**config.mk**
```make
export PLATFORM = sky130hd
export DESIGN_NAME = v74x148_pend_enc
export DESIGN_NICKNAME = d
export VERILOG_FILES = /design/src/rtl/v74x148_pkg.sv /design/src/rtl/prio_enc.sv /design/src/rtl/v74x148_pend_enc.sv
export SDC_FILE = /design/constraint.sdc
export NUM_CORES = 1
export LEC_CHECK = 0
export BUFFER_PORTS_ARGS = -buffer_cell sky130_fd_sc_hd__buf_4
export CORE_MARGIN = 2
export CORE_UTILIZATION = 40
export CTS_BUF_LIST = sky130_fd_sc_hd__clkbuf_16
export DETAILED_ROUTE_END_ITERATION = 8
export PLACE_DENSITY = 0.65
export SLEW_MARGIN = 10
export SYNTH_ARGS = -nofsm -noshare
export SYNTH_HDL_FRONTEND = slang
export SYNTH_SLANG_ARGS = --single-unit
```
**constraint.sdc**
```tcl
create_clock -name CLK -period 2.2 [get_ports CLK]
set_input_delay 0.11 -clock CLK [delete_from_list [all_inputs] [get_ports CLK]]
set_output_delay 0.11 -clock CLK [all_outputs]
set_load 0.01 [all_outputs]
```
**src/rtl/v74x148_pkg.sv**
```systemverilog
// Shared constants and helpers for the pending-request priority encoder.
// Active-low polarity names keep edge and status logic readable.
package v74x148_pkg;

  localparam int N_DEFAULT = 4;

  localparam logic ASSERTED_L = 1'b0;
  localparam logic IDLE_L     = 1'b1;

  function automatic int clog2(input int value);
    int r;
    r = 0;
    for (int i = 0; i < 31; i++) begin
      if ((1 << i) < value) r = i + 1;
    end
    return r;
  endfunction

endpackage

```
**src/rtl/prio_enc.sv**
```systemverilog
// Combinational N-to-W highest-index encoder; zero latency, no flow control.
// code is 0 when nothing is requested, so qualify it with any.
module prio_enc
  import v74x148_pkg::*;
#(
  parameter  int N = N_DEFAULT,
  localparam int W = clog2(N)
) (
  input  logic [N-1:0] req,
  output logic [W-1:0] code,
  output logic         any
);

  always_comb begin
    code = '0;
    any  = |req;
    for (int i = 0; i < N; i++) begin
      if (req[i]) code = W'(i);
    end
  end

endmodule

```
**src/rtl/v74x148_pend_enc.sv**
```systemverilog
// Latches falling request edges as pending and streams the highest pending index out;
// 2-cycle edge-to-VALID latency, Y/VALID held under backpressure, repeat edges on a pending line pulse DROP.
module v74x148_pend_enc
  import v74x148_pkg::*;
#(
  parameter  int N = N_DEFAULT,
  localparam int W = clog2(N)
) (
  input  logic         CLK,
  input  logic         RST,
  input  logic         EI_L,
  input  logic [N-1:0] I_L,
  output logic [W-1:0] Y,
  output logic         VALID,
  input  logic         READY,
  output logic         GS_L,
  output logic         EO_L,
  output logic         DROP
);

  logic [N-1:0] prev_q, prev_d;
  logic [N-1:0] pending_q, pending_d;
  logic [W-1:0] y_q, y_d;
  logic         valid_q, valid_d;
  logic         drop_q, drop_d;

  logic [N-1:0] fall;
  logic [N-1:0] load_mask;
  logic [W-1:0] enc_code;
  logic         enc_any;
  logic         slot_free;
  logic         load;

  prio_enc #(.N(N)) u_prio_enc (
    .req  (pending_q),
    .code (enc_code),
    .any  (enc_any)
  );

  always_comb begin
    fall = '0;
    if (EI_L == ASSERTED_L) fall = prev_q & ~I_L;
  end

  // Output register is free when empty or being drained this cycle.
  assign slot_free = !valid_q || READY;
  assign load      = slot_free && enc_any;

  always_comb begin
    load_mask = '0;
    if (load) load_mask[enc_code] = 1'b1;
  end

  always_comb begin
    prev_d    = I_L;
    pending_d = (pending_q & ~load_mask) | fall;
    drop_d    = |(fall & pending_q & ~load_mask);
    y_d       = y_q;
    valid_d   = valid_q;
    if (load) begin
      y_d     = enc_code;
      valid_d = 1'b1;
    end else if (slot_free) begin
      valid_d = 1'b0;
    end
  end

  // prev_q resets low so a line already held low at release never looks like an edge.
  always_ff @(posedge CLK or posedge RST) begin
    if (RST) begin
      prev_q    <= '0;
      pending_q <= '0;
      y_q       <= '0;
      valid_q   <= 1'b0;
      drop_q    <= 1'b0;
    end else begin
      prev_q    <= prev_d;
      pending_q <= pending_d;
      y_q       <= y_d;
      valid_q   <= valid_d;
      drop_q    <= drop_d;
    end
  end

  assign Y     = y_q;
  assign VALID = valid_q;
  assign DROP  = drop_q;
  assign GS_L  = (valid_q || (|pending_q)) ? ASSERTED_L : IDLE_L;
  assign EO_L  = ((EI_L == ASSERTED_L) && !valid_q && !(|pending_q)) ? ASSERTED_L : IDLE_L;

endmodule

```
==> impl_metrics.ini <==
[run_status]
outcome = finished, final reports clean

[sta]
worst_slack_ns = 0.829
grt_setup_unrepaired = no
setup_tns_ns = 0
worst_pin_slew_ns = 0.445
drv_slew = 0
period_needed_ns = 1.37
fin_crit_sh_pct = 62.3
skew_ns = 0.00307
finalHoldViolCount = 0
max_freq_ghz = 0.729
timing.hold.ws_ns = 0.0133
max_slew_margin_pct = 70.3
setup_viol = 0

[power]
p_leak_nw = 0.359
power_per_cell_area_mw_per_mm2 = 987
peakVddDrop_v = 0.000892
combinationalPowerShare_pct = 20.0
p_clk_share_pct = 42.2
finalPower_uw = 753
switching_power_uw = 182
p_int_uw = 571
seqPwrFrac_pct = 37.8
p_sw_share_pct = 24.2

[die]
io_pins = 14
rows = 13
coreArea_mm2 = 0.00127
die_h_um = 40.5
dieArea_mm2 = 0.00164
start_util_pct = 41.9
fp.dieW_um = 40.5

[clocking]
root_buffer = clkbuf_16
post_cts_resized = 0
clkLatencyLatePin_ns = 0.23
cts_buffer_depth = 2
cts_tree = yes
cts.htree.levels = 1
cts_made_buffers = 3
clk_pin_slew_ns = 0.04
clock_sinks = 12

[synthesis]
syn_nets = 53
synth-seq-cells = 12
yosysUniqueCellTypes = 22
yosysSeqAreaShare_pct = 56.5
syn_area_um2 = 532
synth_area_per_cell_um2 = 11.8
ys_warn_count = 0
synth_cells = 45

[detailed_routing]
via_count = 407
drc = 0
drt-total-wl_um = 968
avgRoutedWirePerCell_um = 12.1
drt-initial-drc-count = 6
antenna_left = 0
drtPass1Iterations = 4
viasPerCell = 5.09

[min_path]
holdCritStartpoint = I_L[1]
min_path_type = primary input to flop

[worst_setup_path]
cp_data_arrival_time_ns = 1.26
cp_max_fo = 5
cp-start-kind = flop
setup.worst_path.start = pending_q[2]$_DFF_PP0_
crit_type = flop to output port
end_kind = output port
cp.required_ns = 2.09
reg2reg_slack_ns = 1.01
reg2reg_from = pending_q[2]$_DFF_PP0_

[placed_design]
gp_congestion = 0.761
post-place-ws_ns = 1.03
placed_area_um2 = 648
port_buffers = 13
dp_hpwl_um = 695

[cells_and_area]
final_cell_area_um2 = 763
drive_gt1_share_pct = 33.8
final_common_cell = buf_4
nNetsFinal = 75
fillers = 114
num_antenna_cells = 0
mostFrequentLayoutCells = buf_4 (13), dfrtp_1 (12), o21ai_0 (5), nand2_1 (5)
syn2layout_area_growth_pct = 43.5

[global_routing]
grt_pass1_wl_um = 1550
grt_usage_pct = 15.8
grt_pass1_vias = 365
grt_max_degree = 13
antenna_found_initial = 0
overflow = 0

[flow_run]
max_cap_violations = 0
## critical path, cell delays in order (launching register included)
cell	delay [ns]
dfrtp_1	0.41
nor2_1	0.21
and3b_1	0.22
nand2b_2	0.06
buf_4	0.14
## cells in the mapped netlist
library cell / number / share of area (%)
nor2_1: 4 / 2.8
nand2b_1: 1 / 1.2
nor2b_4: 1 / 2.6
nand2b_4: 1 / 2.6
o21ai_1: 1 / 0.94
a21boi_1: 1 / 1.4
nand2_1: 5 / 3.5
a211oi_1: 1 / 1.4
nor2b_1: 1 / 1.2
a21o_1: 1 / 1.4
o2bb2a_4: 1 / 3.8
nor3b_4: 1 / 3.5
nand2b_2: 1 / 1.6
o21ai_0: 5 / 4.7
and3b_1: 1 / 1.6
inv_1: 2 / 1.4
o221ai_1: 1 / 1.6
a21oi_1: 1 / 0.94
nand3_1: 1 / 0.94
o221ai_2: 1 / 2.8
o211ai_1: 1 / 1.4
dfrtp_1: 12 / 56
## sequential cells by signal, summed over array words and instances (netlist names)
register	count
DROP	1
VALID	1
Y	2
pending_q	4
prev_q	4
## timing repair
action                                 CTS  global route
hold buffers                             4             0
buffers inserted                         0             0
endpoints found under the hold margin   15             0
## stage by stage
step                      std cells  util, %
after detailed placement         73     51.1
after floorplan                  45        -
after CTS                        80     60.2
after global routing             80     60.2
final                            80     60.2
after global placement           73     51.1
## final timing paths
path,endpoint,cells past startpoint
max,EO_L,4
min,prev_q[1]$_DFF_PP0_,1
max reg2reg,DROP$_DFF_PP0_,4
min reg2reg,pending_q[0]$_DFF_PP0_,2
max in group asynchronous,pending_q[2]$_DFF_PP0_,3
min in group asynchronous,pending_q[1]$_DFF_PP0_,3
## power groups by stage
| stage | Combinational, mW | Clock, mW | Sequential, mW |
|---|---|---|---|
| final | 0.151 | 0.318 | 0.285 |
| after global routing | 0.165 | 0.337 | 0.290 |
| after CTS | 0.152 | 0.323 | 0.285 |
| after detailed placement | 0.144 | 0 | 0.288 |
| after global placement | 0.143 | 0 | 0.287 |
| after floorplan | 0.0728 | 0 | 0.293 |
## area by class of cell
class	instances	area (µm²)	share of cell area, %
clock buffer	3	75.1	9.84
inverter	2	7.51	0.984
multi-input combinational	31	224	29.3
sequential	12	300	39.3
tap	15	18.8	2.46
timing repair buffer	17	138	18.0
## cell families (layout without fill, tap and decap cells)
family                 Yosys count  in the layout  share of synthesized area (%)
DFF                             12             12                           56.5
AOI/OAI and AO/OA               14             14                           20.5
and+or+nand+nor                 17             17                           21.6
buffers and inverters            2             22                           1.41
## per-layer routing
metal	share of wire (%)	up-vias	wire length, µm	global-route usage [%]
li1	-	200	-	-
met1	44	197	423	17.1
met2	51	10	496	25.0
met3	5.0	0	48	10.0
met4	0	0	0	5.00
met5	0	-	0	0
(Power assumes the default switching activity.)
